<file path="src/rtl/control_sequencer.sv">
// control_sequencer: hardwired control unit for the datapath.
// Runs the fetch steps T0-T2 (with a memory-ready wait in T1), decodes IR[31:27]
// and runs the execute steps T3-T6 for ALU, mul/div, nop and halt instructions.
// Every strobe is a combinational decode of the registered state and the opcode
// field. The only sequential elements are the state register and the stop latch.
module control_sequencer #(
    parameter int OPW = 5,
    parameter int RFW = 4
) (
    input  logic           Clock,
    input  logic           clear,
    input  logic [31:0]    IR,
    input  logic           mem_ready,
    input  logic           Stop,
    output logic           PCout,
    output logic           MARin,
    output logic           IncPC,
    output logic           Zlowin,
    output logic           Zhighin,
    output logic           Zlowout,
    output logic           Zhighout,
    output logic           PCin,
    output logic           Read,
    output logic           MDRin,
    output logic           MDRout,
    output logic           IRin,
    output logic           Yin,
    output logic           LOin,
    output logic           HIin,
    output logic           Gra,
    output logic           Grb,
    output logic           Grc,
    output logic           Rin,
    output logic           Rout,
    output logic [OPW-1:0] opcode,
    output logic           Run,
    output logic           instr_done,
    output logic           illegal
);

    localparam int IRW       = 32;
    localparam int FIELD_LSB = IRW - OPW - 3 * RFW;

    localparam logic [OPW-1:0] OP_ADD  = OPW'(3);
    localparam logic [OPW-1:0] OP_ROL  = OPW'(10);
    localparam logic [OPW-1:0] OP_MUL  = OPW'(15);
    localparam logic [OPW-1:0] OP_DIV  = OPW'(16);
    localparam logic [OPW-1:0] OP_NOP  = OPW'(26);
    localparam logic [OPW-1:0] OP_HALT = OPW'(27);

    // T1 is split into a first cycle and a wait cycle so that PCin can pulse
    // only once without an extra flag register.
    typedef enum logic [3:0] {
        S_RST,
        S_T0,
        S_T1,
        S_T1W,
        S_T2,
        S_T3,
        S_T4,
        S_T5,
        S_T6,
        S_HALT
    } state_t;

    state_t         state;
    logic           stop_q;
    logic [OPW-1:0] op;
    logic           is_alu;
    logic           is_muldiv;
    logic           is_nop;
    logic           is_halt;
    logic           is_legal;
    state_t         boundary;

    // Register-field and immediate bits are consumed by the datapath, not here.
    logic unused_ir_fields;
    assign unused_ir_fields = ^{IR[IRW-OPW-1 -: 3*RFW], IR[FIELD_LSB-1:0]};

    assign op = IR[IRW-1 -: OPW];

    // Opcode class decode
    always_comb begin
        is_alu    = (op >= OP_ADD) && (op <= OP_ROL);
        is_muldiv = (op == OP_MUL) || (op == OP_DIV);
        is_nop    = (op == OP_NOP);
        is_halt   = (op == OP_HALT);
        is_legal  = is_alu || is_muldiv || is_nop || is_halt;
    end

    // Instruction boundary: a latched stop request diverts T0 entry to HALT
    always_comb begin
        boundary = stop_q ? S_HALT : S_T0;
    end

    // State register and stop latch
    always_ff @(posedge Clock or negedge clear) begin
        if (!clear) begin
            state  <= S_RST;
            stop_q <= 1'b0;
        end else begin
            stop_q <= stop_q | Stop;
            case (state)
                S_RST:  state <= boundary;
                S_T0:   state <= S_T1;
                S_T1,
                S_T1W:  state <= mem_ready ? S_T2 : S_T1W;
                S_T2:   state <= S_T3;
                S_T3: begin
                    if (is_alu || is_muldiv)
                        state <= S_T4;
                    else if (is_halt)
                        state <= S_HALT;
                    else
                        state <= boundary;
                end
                S_T4:   state <= (is_alu || is_muldiv) ? S_T5 : boundary;
                S_T5:   state <= is_muldiv ? S_T6 : boundary;
                S_T6:   state <= boundary;
                S_HALT: state <= S_HALT;
                default: state <= S_RST;
            endcase
        end
    end

    // Per-state strobe decode; RST and HALT keep every output low
    always_comb begin
        PCout      = 1'b0;
        MARin      = 1'b0;
        IncPC      = 1'b0;
        Zlowin     = 1'b0;
        Zhighin    = 1'b0;
        Zlowout    = 1'b0;
        Zhighout   = 1'b0;
        PCin       = 1'b0;
        Read       = 1'b0;
        MDRin      = 1'b0;
        MDRout     = 1'b0;
        IRin       = 1'b0;
        Yin        = 1'b0;
        LOin       = 1'b0;
        HIin       = 1'b0;
        Gra        = 1'b0;
        Grb        = 1'b0;
        Grc        = 1'b0;
        Rin        = 1'b0;
        Rout       = 1'b0;
        opcode     = '0;
        Run        = 1'b0;
        instr_done = 1'b0;
        illegal    = 1'b0;
        case (state)
            S_T0: begin
                Run    = 1'b1;
                PCout  = 1'b1;
                MARin  = 1'b1;
                IncPC  = 1'b1;
                Zlowin = 1'b1;
            end
            S_T1: begin
                Run     = 1'b1;
                Zlowout = 1'b1;
                PCin    = 1'b1;
                Read    = 1'b1;
                MDRin   = 1'b1;
            end
            S_T1W: begin
                Run     = 1'b1;
                Zlowout = 1'b1;
                Read    = 1'b1;
                MDRin   = 1'b1;
            end
            S_T2: begin
                Run    = 1'b1;
                MDRout = 1'b1;
                IRin   = 1'b1;
            end
            S_T3: begin
                Run = 1'b1;
                if (is_alu) begin
                    Grb  = 1'b1;
                    Rout = 1'b1;
                    Yin  = 1'b1;
                end else if (is_muldiv) begin
                    Gra  = 1'b1;
                    Rout = 1'b1;
                    Yin  = 1'b1;
                end else begin
                    instr_done = 1'b1;
                    illegal    = !is_legal;
                end
            end
            S_T4: begin
                Run = 1'b1;
                if (is_alu) begin
                    Grc    = 1'b1;
                    Rout   = 1'b1;
                    Zlowin = 1'b1;
                    opcode = op;
                end else if (is_muldiv) begin
                    Grb     = 1'b1;
                    Rout    = 1'b1;
                    Zlowin  = 1'b1;
                    Zhighin = 1'b1;
                    opcode  = op;
                end
            end
            S_T5: begin
                Run = 1'b1;
                if (is_muldiv) begin
                    Zlowout = 1'b1;
                    LOin    = 1'b1;
                end else if (is_alu) begin
                    Zlowout    = 1'b1;
                    Gra        = 1'b1;
                    Rin        = 1'b1;
                    instr_done = 1'b1;
                end
            end
            S_T6: begin
                Run = 1'b1;
                if (is_muldiv) begin
                    Zhighout   = 1'b1;
                    HIin       = 1'b1;
                    instr_done = 1'b1;
                end
            end
            default: begin
            end
        endcase
    end

endmodule

</file>
<file path="config.mk">
export PLATFORM = sky130hd
export DESIGN_NAME = control_sequencer
export DESIGN_NICKNAME = d
export VERILOG_FILES = /design/src/rtl/control_sequencer.sv
export SDC_FILE = /design/constraint.sdc
export NUM_CORES = 1
export LEC_CHECK = 0
export CORE_MARGIN = 1.5
export CORE_UTILIZATION = 29
export CTS_CLUSTER_SIZE = 10
export DETAILED_ROUTE_END_ITERATION = 7
export PLACE_DENSITY = 0.88
export SYNTH_ARGS = -nofsm -noshare
export SYNTH_HDL_FRONTEND = slang
export SYNTH_SLANG_ARGS = --single-unit
</file>
<file path="constraint.sdc">
create_clock -name Clock -period 3.4 [get_ports Clock]
set_clock_uncertainty 0.05 [all_clocks]
set_input_delay 1.02 -clock Clock [delete_from_list [all_inputs] [get_ports Clock]]
set_output_delay 1.02 -clock Clock [all_outputs]
set_load 0.005 [all_outputs]
</file>
==> flow_summary_export.csv <==
group,metric,value,unit
logic_synthesis,synth_ff_type,"dfrtp_1",
logic_synthesis,yosysMostFrequentCell,"nor2_1",
sta,finalCriticalPeriod,3.52,ns
final_layout,drive_gt1_share,50.3,%
setup_path,crit_family,"simple AND/OR/NAND/NOR gates",
final_layout,area_growth_syn_to_layout,104,%
die,io_pins,64,
placement,gp_congestion,0.841,
global_routing,track_usage,20.4,%
power,pwr_density_cell,531,nW/um2
drt,first_iter_violations,15,
die,dieArea,2480,um2
setup_path,worstPathMaxFanout,6,
die,fp-row-count,16,
sta,period_share,104,%
sta,clock.fmax,0.284,GHz
logic_synthesis,synth.largest_area_cell,"dfrtp_1",
setup_path,required,2.33,ns
run_status,violations,"setup timing",
die,fp.dieW,49.8,um
logic_synthesis,synth.top_cell.area_share,19.7,%
setup_path,startpoint_type,"input port",
clock_tree,clk_pin_slew_worst_paths,0.05,ns
setup_path,slowest_delay,0.35,ns
clock_tree,htreeDepth,1,
sta,rsz0062_at_grt,"true",
sta,slew_violations,0,
logic_synthesis,synth_warnings,0,
setup_path,reg2regPathDepth,5,
placement,dp_hpwl,1.69,mm
logic_synthesis,synth_edf_count,0,
min_path,holdCritStartpoint,"stop_q$_DFF_PN0_",
sta,final_hold_viol_count,0,
logic_synthesis,yosysUniqueCellTypes,35,
global_routing,grt_pass1_vias,869,
drt,routedWlPerCell,14.4,um
setup_path,cp_slowest_cell,"or3_4",
global_routing,grt_use_met3,2.12,%
logic_synthesis,syn_area_per_cell,6.90,um2
logic_synthesis,yosysSeqAreaShare,19.7,%
final_layout,final_area,1290,um2
setup_path,worstPathArrival,2.45,ns
logic_synthesis,netlist_top_cells_count,"nor2_1 (10), a21oi_1 (6), and2_1 (6), nand2_1 (6)",
setup_path,worstPathCellList,"buf_2 -> or3_4 -> or2_4 -> nand2_2 -> or3_4 -> or3b_1 -> buf_2",
logic_synthesis,ys_top_cells_by_area,"dfrtp_1 (20%), and2_1 (5.9%), buf_4 (5.9%)",
logic_synthesis,async_flop_share,100,%
logic_synthesis,synth_cells,92,
sta,setup-violations-final,9,
min_path,hold_class,"register to register",
placement,placed_area,1130,um2
die,initial_utilization,31.7,%
global_routing,grt_pass1_wl,3.98,mm
drt,avgViaCountPerCell,5.06,
min_path,min_path_cells,1,
logic_synthesis,ys_ff_latch,5,
setup_path,path_buf_inv,2,
final_layout,post-route-util,64.5,%
final_layout,final_nets,190,
clock_tree,cts_tree,"built",
power,p_leak,0.617,nW
global_routing,grt_remaining_overflow,0,
setup_path,crit_type,"input port to output pin",
global_routing,grt_max_degree,21,
sta,tightest_slew,0.645,ns
die,coreArea,2000,um2
drt,drc,0,
clock_tree,clock_path_buffers,2,
drt,wirelength,2.58,mm
die,die-height,49.8,um
clock_tree,cts.hold.buffers_added,0,
global_routing,grt.met1_usage,23.0,%
setup_path,rrSetupSlack,1.52,ns
logic_synthesis,synth.cell_area,634,um2
drt,antenna_left,0,
drt,detail_route.first_pass.iterations,4,
logic_synthesis,synthesis.nets,128,
setup_path,regToRegEndpoint,"state[0]$_DFF_PN0_",
power,ir_drop,343,uV
setup_path,end_kind,"output pin",
job,maxCapViolations,0,
sta,slew-limit-headroom,57.0,%
clock_tree,insertion_delay,0.25,ns
drt,num_vias,911,
global_routing,antenna_found_initial,0,
min_path,whs_endpoint,"stop_q$_DFF_PN0_",
clock_tree,numCtsBuffers,3,
global_routing,met2_usage,39.3,%
placement,portBuffers,36,
run_status,status,"finished with violations",
final_layout,n_antenna_cell,0,
clock_tree,ctsRootBufferMaster,"clkbuf_4",
sta,setup_ws,-0.120,ns
setup_path,regToRegStartpoint,"state[3]$_DFF_PN0_",
clock_tree,clock_sinks,5,
global_routing,busiest_layer,"met2",
-- what timing repair did --
item | in CTS | in global routing
endpoints found under the setup margin | 19 | 11
cloned | 0 | 0
pin swaps | 18 | 10
buffers inserted | 9 | 1
gates resized for setup | 102 | 10
-- worst max path at each step --
stage	start	to	slack, ns	cells past startpoint
floorplan	IR[30]	instr_done	0.11	5
finish	IR[28]	instr_done	-0.12	7
detailed placement	IR[27]	illegal	-0.92	8
CTS	IR[27]	instr_done	-0.09	7
global route	IR[30]	Zlowin	-0.17	10
global placement	IR[27]	illegal	-0.88	8
-- metrics by stage --
step                      std cells  total power [W]  TNS (ns)  worst slack (ns)  hold slack [ns]
after global routing            180         0.000736     -1.05            -0.167            0.485
after floorplan                  92         0.000371         0             0.113            0.413
after detailed placement        166         0.000562    -14.27            -0.920            0.452
after CTS                       179         0.000670    -0.287           -0.0879            0.464
after global placement          166         0.000551    -13.41            -0.876            0.437
final                           180         0.000686    -0.637            -0.120            0.461
-- power breakdown --
group	total, W	switching [W]	internal (W)
Sequential	0.000148	0.0000663	0.0000815
Combinational	0.000464	0.000197	0.000267
Clock	0.0000739	0.0000310	0.0000429
Total	0.000686	0.000294	0.000392
-- layout by cell type, fill, tap and decap left out, types with 3 or more instances in the layout --
cell type / netlist / layout
buf_4: 5 / 26
clkdlybuf4s50_1: 0 / 12
buf_2: 0 / 11
buf_6: 0 / 10
nor2_1: 10 / 8
nand2_1: 6 / 5
dfrtp_1: 5 / 5
and2_4: 0 / 4
nor3_1: 5 / 4
a21oi_1: 6 / 4
dlygate4sd2_1: 0 / 4
nand2b_1: 3 / 3
inv_1: 3 / 3
nor2b_1: 3 / 3
clkbuf_4: 0 / 3
-- sequential cells by signal, summed over array words and instances, names as in the netlist --
register / cells
state: 4
stop_q: 1
-- cells by family after synthesis --
group	Yosys count	synth area share [%]
and+or+nand+nor	52	46.6
AOI/OAI and AO/OA	19	18.9
buffers and inverters	13	10.7
DFF	5	19.7
xor gates and xnor gates	3	4.14
-- layer usage --
metal	share of wire (%)	up-vias	wire length, um
li1	-	442	-
met1	41	427	1050
met2	54	38	1390
met3	4.0	4	103
met4	1.5	0	40
met5	0	-	0
-- area by class of cell --
type,count,area (um2)
clock buffers,3,22.5
clock inverters,1,5.00
fillers,159,711
inverters,3,11.3
multi-input cells,74,534
flip-flops and latches,5,125
well taps,27,33.8
repair buffers,67,559
Note: power is estimated with default switching activity, not from simulation.
